### config.mk
export PLATFORM = sky130hd
export DESIGN_NAME = fetch_unit
export DESIGN_NICKNAME = d
export VERILOG_FILES = /design/src/rtl/fetch_unit.sv
export SDC_FILE = /design/constraint.sdc
export NUM_CORES = 1
export LEC_CHECK = 0
export CORE_ASPECT_RATIO = 1.25
export CORE_UTILIZATION = 39
export DETAILED_ROUTE_END_ITERATION = 8
export PLACE_DENSITY = 0.71
export SLEW_MARGIN = 10
export SYNTH_ARGS = -nofsm -noshare
export SYNTH_HDL_FRONTEND = slang
export SYNTH_SLANG_ARGS = --single-unit
### constraint.sdc
create_clock -name clk -period 7.2 [get_ports clk]
set_input_delay 1.08 -clock clk [delete_from_list [all_inputs] [get_ports clk]]
set_output_delay 1.08 -clock clk [all_outputs]
set_load 0.1 [all_outputs]
### src/rtl/fetch_unit.sv
// Instruction fetch unit: one outstanding imem request feeding a 2-entry {instruction, pc} queue.
// Optional `FETCH_MISALIGN_CHECK_EN adds fetch_misaligned and stalls on unaligned redirect targets.
module fetch_unit #(
  parameter logic [31:0] RESET_PC     = 32'h0000_0000,
  parameter logic [31:0] BUBBLE_INSTR = 32'h0000_0013
) (
  input  logic        clk,
  input  logic        rst_n,
  output logic        imem_req,
  output logic [31:0] imem_addr,
  input  logic        imem_ack,
  input  logic [31:0] imem_rdata,
  output logic [31:0] instruction,
  output logic        instr_valid,
  output logic [31:0] pc,
`ifdef FETCH_MISALIGN_CHECK_EN
  output logic        fetch_misaligned,
`endif
  input  logic        id_ready,
  input  logic        redirect_trap,
  input  logic [31:0] trap_target,
  input  logic        redirect_mret,
  input  logic [31:0] mret_target,
  input  logic        redirect_branch,
  input  logic [31:0] branch_target
);

  typedef enum logic [1:0] {IDLE, FETCH, WAIT, DISCARD} state_t;

  state_t      state_q, state_d;
  logic [31:0] fetch_pc_q, fetch_pc_d;
  logic [31:0] req_addr_q;
  logic [31:0] last_pc_q;
  logic [31:0] q_instr [2];
  logic [31:0] q_pc    [2];
  logic        rd_ptr_q, wr_ptr_q;
  logic [1:0]  count_q;
  logic        push, pop, redirect, misaligned_q;
  logic [31:0] redirect_raw, redirect_aligned;

  assign redirect         = redirect_trap | redirect_mret | redirect_branch;
  assign redirect_raw     = redirect_trap ? trap_target :
                            redirect_mret ? mret_target : branch_target;
  assign redirect_aligned = redirect_raw & ~32'h3;

  assign instr_valid = (count_q != 2'd0);
  assign instruction = instr_valid ? q_instr[rd_ptr_q] : BUBBLE_INSTR;
  assign pc          = instr_valid ? q_pc[rd_ptr_q] : last_pc_q;
  assign pop         = instr_valid & id_ready;

  // NOTE: every always_comb output gets a default first so no path leaves it unassigned (no latches).
  always_comb begin
    state_d    = state_q;
    fetch_pc_d = fetch_pc_q;
    imem_req   = 1'b0;
    imem_addr  = fetch_pc_q;
    push       = 1'b0;
    unique case (state_q)
      IDLE:  state_d = FETCH;
      FETCH: begin
        // Occupancy alone gates issue: nothing is outstanding while in FETCH.
        imem_req = (count_q != 2'd2) & ~misaligned_q;
        if (imem_req) begin
          if (imem_ack) begin
            push       = 1'b1;
            fetch_pc_d = fetch_pc_q + 32'd4;
          end else begin
            state_d = WAIT;
          end
        end
      end
      WAIT: begin
        imem_req  = 1'b1;
        imem_addr = req_addr_q;
        if (imem_ack) begin
          push       = 1'b1;
          fetch_pc_d = fetch_pc_q + 32'd4;
          state_d    = FETCH;
        end
      end
      DISCARD: begin
        imem_req  = 1'b1;
        imem_addr = req_addr_q;
        if (imem_ack) state_d = FETCH;
      end
    endcase
    // A redirect drops any returning word; an unacked request must still drain in DISCARD.
    if (redirect) begin
      push       = 1'b0;
      fetch_pc_d = redirect_aligned;
      if (state_d == WAIT) state_d = DISCARD;
    end
  end

  // NOTE: sequential state uses non-blocking assignments so all registers update from pre-edge values.
  always_ff @(posedge clk) begin
    if (!rst_n) begin
      state_q    <= IDLE;
      fetch_pc_q <= RESET_PC;
      req_addr_q <= RESET_PC;
      last_pc_q  <= RESET_PC;
      rd_ptr_q   <= 1'b0;
      wr_ptr_q   <= 1'b0;
      count_q    <= 2'd0;
    end else begin
      state_q    <= state_d;
      fetch_pc_q <= fetch_pc_d;
      if (imem_req) req_addr_q <= imem_addr;
      if (push) last_pc_q <= imem_addr;
      if (redirect) begin
        rd_ptr_q <= 1'b0;
        wr_ptr_q <= 1'b0;
        count_q  <= 2'd0;
      end else begin
        if (push) wr_ptr_q <= ~wr_ptr_q;
        if (pop)  rd_ptr_q <= ~rd_ptr_q;
        count_q <= count_q + {1'b0, push} - {1'b0, pop};
      end
`ifdef FETCH_MISALIGN_CHECK_EN
      if (redirect && (redirect_raw[1:0] != 2'b00)) last_pc_q <= redirect_raw;
`endif
    end
  end

  // NOTE: queue storage is not reset; count_q alone decides which entries are meaningful.
  always_ff @(posedge clk) begin
    if (push) begin
      q_instr[wr_ptr_q] <= imem_rdata;
      q_pc[wr_ptr_q]    <= imem_addr;
    end
  end

`ifdef FETCH_MISALIGN_CHECK_EN
  always_ff @(posedge clk) begin
    if (!rst_n)        misaligned_q <= 1'b0;
    else if (redirect) misaligned_q <= (redirect_raw[1:0] != 2'b00);
  end
  assign fetch_misaligned = misaligned_q;
`else
  assign misaligned_q = 1'b0;
`endif

endmodule

==> impl_metrics.tcl <==
set metrics [dict create \
    status "finished, final reports clean" \
    drcViolationCount 0 \
    arrival_ns 3.71 \
    relSlewSlack 0.276 \
    grt_usage 0.177 \
    syn_nets 1099 \
    cts.path.max_buffers 3 \
    place.gp.congestion 0.823 \
    grt_pass1_vias 7569 \
    cts_resized 0 \
    wl_met2_um 12200 \
    final_nets 1293 \
    synthSimpleGateAreaFrac 0.122 \
    via_per_inst 5.24 \
    syn_to_final_growth_pct 31.2 \
    period_needed_ns 4.79 \
    fp.dieW_um 149 \
    clockRootBuffer "clkbuf_16" \
    ys_seq_elements 229 \
    hp-class "flop to flop" \
    timing.fmax_mhz 209 \
    period_share 0.666 \
    min_from "req_addr_q[1]$_SDFFE_PN0P_" \
    seq_area_frac_synth 0.557 \
    powerDensity_nw_per_um2 226 \
    syn_area_um2 10500 \
    grt_max_degree 65 \
    initial_core_util 0.401 \
    drt-met1-wl_um 10800 \
    dpl.hpwl_um 16900 \
    synthXorXnorAreaFrac 0.00832 \
    synth_compound_area_frac 0.158 \
    post_cts_buffers 0 \
    netlist_instances 958 \
    io_pins 233 \
    grt_pass1_wl_um 38900 \
    die_y_um 186 \
    worst_slew_pin_slew_ns 1.08 \
    leakage_nw 4.81 \
    htreeDepth 1 \
    die-area_um2 27600 \
    r2r_cells 9 \
    worstPathMaxFanout 49 \
    cts_sinks 229 \
    skew_ns 0.0110 \
    final-seq-area_um2 5870 \
    post_dp_cell_area_um2 13000 \
    max_cap_viol_count 0 \
    clk_pin_slew_ns 0.06 \
    multi_input_area_um2 4170 \
    r2r_slack_ns 4.27 \
    slew_viol_final 0 \
    synthFlopType "edfxtp_1" \
    min_path_cells 1 \
    dr_wl_met3_um 1460 \
    final-hold-violation-count 0 \
    design_area_um2 13800 \
    n_antenna_cell 0 \
    wl_per_cell_um 16.6 \
    highest_layer "met4" \
    cts_made_buffers 23 \
    cts_tree "built" \
    ant_nets 0 \
    dr.pass1.iters 5 \
    crit_type "flop to output pin" \
    postSynth.asyncResetShare 0 \
    synth-warning-count 0 \
    tns_ns 0 \
    synth_top_family_by_area "compound AO/OA/AOI/OAI gates" \
    regToRegStartpoint "state_q[0]$_SDFF_PN0_" \
    worstReg2RegEnd "count_q[1]$_SDFF_PP0_" \
    synth_cell_type_count 68 \
    fillers 2329 \
    num_rows 66 \
    insertion_delay_ns 0.50 \
    drive_gt1_frac 0.0830 \
    vias 7895 \
    avgSynthCellArea_um2 11.0 \
    required_ns 6.12 \
    cp-end-kind "output pin" \
    core_area_um2 26300 \
    setup_violations 0 \
    synthMuxAreaShare 0.0980 \
    crit_path_start_kind "flop" \
    whs_endpoint "req_addr_q[1]$_SDFFE_PN0P_" \
    antenna_found_initial 0 \
    routed_wl_um 25100 \
    synthAdderAreaFrac 0.00714 \
    overflow 0 \
    ir_drop_v 0.000124 \
    dp_slack_ns 2.66 \
    rsz0062_at_grt "false" \
    drt_iter0_drc 338 \
    synth_edf_count 128 \
    setup_slack_ns 2.41 \
    cts_hold_buf 0 \
    io_buffers 226 \
]
## synthesized netlist by cell type (5+ instances only)
cell type  count  share of area
a211oi_1      47          0.034
clkbuf_1      35          0.012
xnor2_1        7         0.0058
a21oi_1       31          0.015
and3_1         9         0.0054
inv_1         50          0.018
o21ai_0       71          0.034
buf_4          5         0.0036
mux2i_1      103          0.098
ha_1           6         0.0071
a211oi_2      21          0.025
nand3_1       11         0.0052
nor3_1        12         0.0057
a22oi_1       10         0.0071
a221oi_1      10         0.0083
nand4_1        9         0.0054
nand2_1       63          0.022
a31oi_1        5         0.0030
o22ai_1        7         0.0042
and2_1         5         0.0030
buf_1          6         0.0021
a221o_1        8         0.0076
buf_2         18         0.0086
nor2_1       111          0.040
edfxtp_1     128           0.37
dfxtp_1      101           0.19
## cells in the final DEF, fill, tap and decap left out, types with 5 or more instances in the layout
master | netlist | final
clkdlybuf4s50_1 | 0 | 226
buf_4 | 5 | 12
mux2i_1 | 103 | 103
nand4_1 | 9 | 9
clkbuf_16 | 0 | 23
a221oi_1 | 10 | 10
bufinv_16 | 0 | 5
o21ai_0 | 71 | 71
and3_1 | 9 | 9
xnor2_1 | 7 | 7
a21oi_1 | 31 | 31
a22oi_1 | 10 | 10
nor2_1 | 111 | 108
edfxtp_1 | 128 | 128
dfxtp_1 | 101 | 100
nor3_1 | 12 | 11
a221o_1 | 8 | 8
ha_1 | 6 | 6
nand3_1 | 11 | 11
nand2_1 | 63 | 63
a31oi_1 | 5 | 5
inv_1 | 50 | 50
o22ai_1 | 7 | 7
a211oi_2 | 21 | 21
a211oi_1 | 47 | 47
## how the worst max path moves through the flow
stage                                startpoint                      end  slack (ns)  depth (start not counted)
after detailed placement          redirect_trap    count_q[1]$_SDFF_PP0_        2.66                         11
after CTS                 count_q[1]$_SDFF_PP0_                   pc[21]        2.31                          5
after global routing      count_q[1]$_SDFF_PP0_                   pc[21]        2.13                          5
after floorplan                   redirect_mret  q_instr[0][0]$_DFFE_PP_        0.60                          4
after global placement            redirect_trap    count_q[1]$_SDFF_PP0_        2.71                         11
final                     count_q[1]$_SDFF_PP0_                   pc[21]        2.41                          5
## through the flow
| step | util | std cells | hold WS (ns) | power [mW] |
|---|---|---|---|---|
| after floorplan | - | 958 | 0.444 | 1.73 |
| after global placement | 0.495 | 1467 | 0.456 | 1.87 |
| after detailed placement | 0.495 | 1467 | 0.460 | 1.88 |
| after CTS | 0.526 | 1508 | 0.479 | 3.14 |
| after global routing | 0.526 | 1508 | 0.483 | 3.22 |
| final | 0.526 | 1508 | 0.474 | 3.11 |
## sequential cells by signal (all words and copies together), names as in the netlist, named ones only
signal / flops
fetch_pc_q: 30
count_q: 2
q_instr: 64
wr_ptr_q: 1
state_q: 2
rd_ptr_q: 1
last_pc_q: 32
q_pc: 64
req_addr_q: 32
## layout make-up
class / instances / share of cell area
sequential: 229 / 0.425
multi-input combinational: 609 / 0.302
timing repair buffer: 238 / 0.170
clock buffer: 28 / 0.0438
tap: 340 / 0.0308
clock inverter: 13 / 0.0140
inverter: 51 / 0.0139
## where the power goes
part	internal, mW	switching (mW)	leakage [nW]	total (mW)
Combinational	0.149	0.260	2.42	0.409
Clock	0.776	0.484	0.385	1.26
Sequential	1.41	0.0309	2.01	1.45
Total	2.34	0.774	4.81	3.11
## cells by family after synthesis
| logic type | Yosys count |
|---|---|
| and+or+nand+nor | 254 |
| AOI/OAI and AO/OA | 236 |
| DFF | 229 |
| buffers and inverters | 120 |
| muxes | 103 |
| xor gates and xnor gates | 10 |
| adders and majority gates | 6 |
## worst max-delay path, stage by stage, from the launching register on
cell and delay [ns]:
dfxtp_1 0.36, nor2_4 0.85, buf_4 0.56, nand2_1 0.11, o21ai_0 0.12, clkdlybuf4s50_1 1.20
## layer usage
metal	global-route usage	vias up
li1	-	3905
met1	0.222	3683
met2	0.310	269
met3	0.0248	38
met4	0.0559	0
met5	0	-
Note: power is estimated with default switching activity, not from simulation.
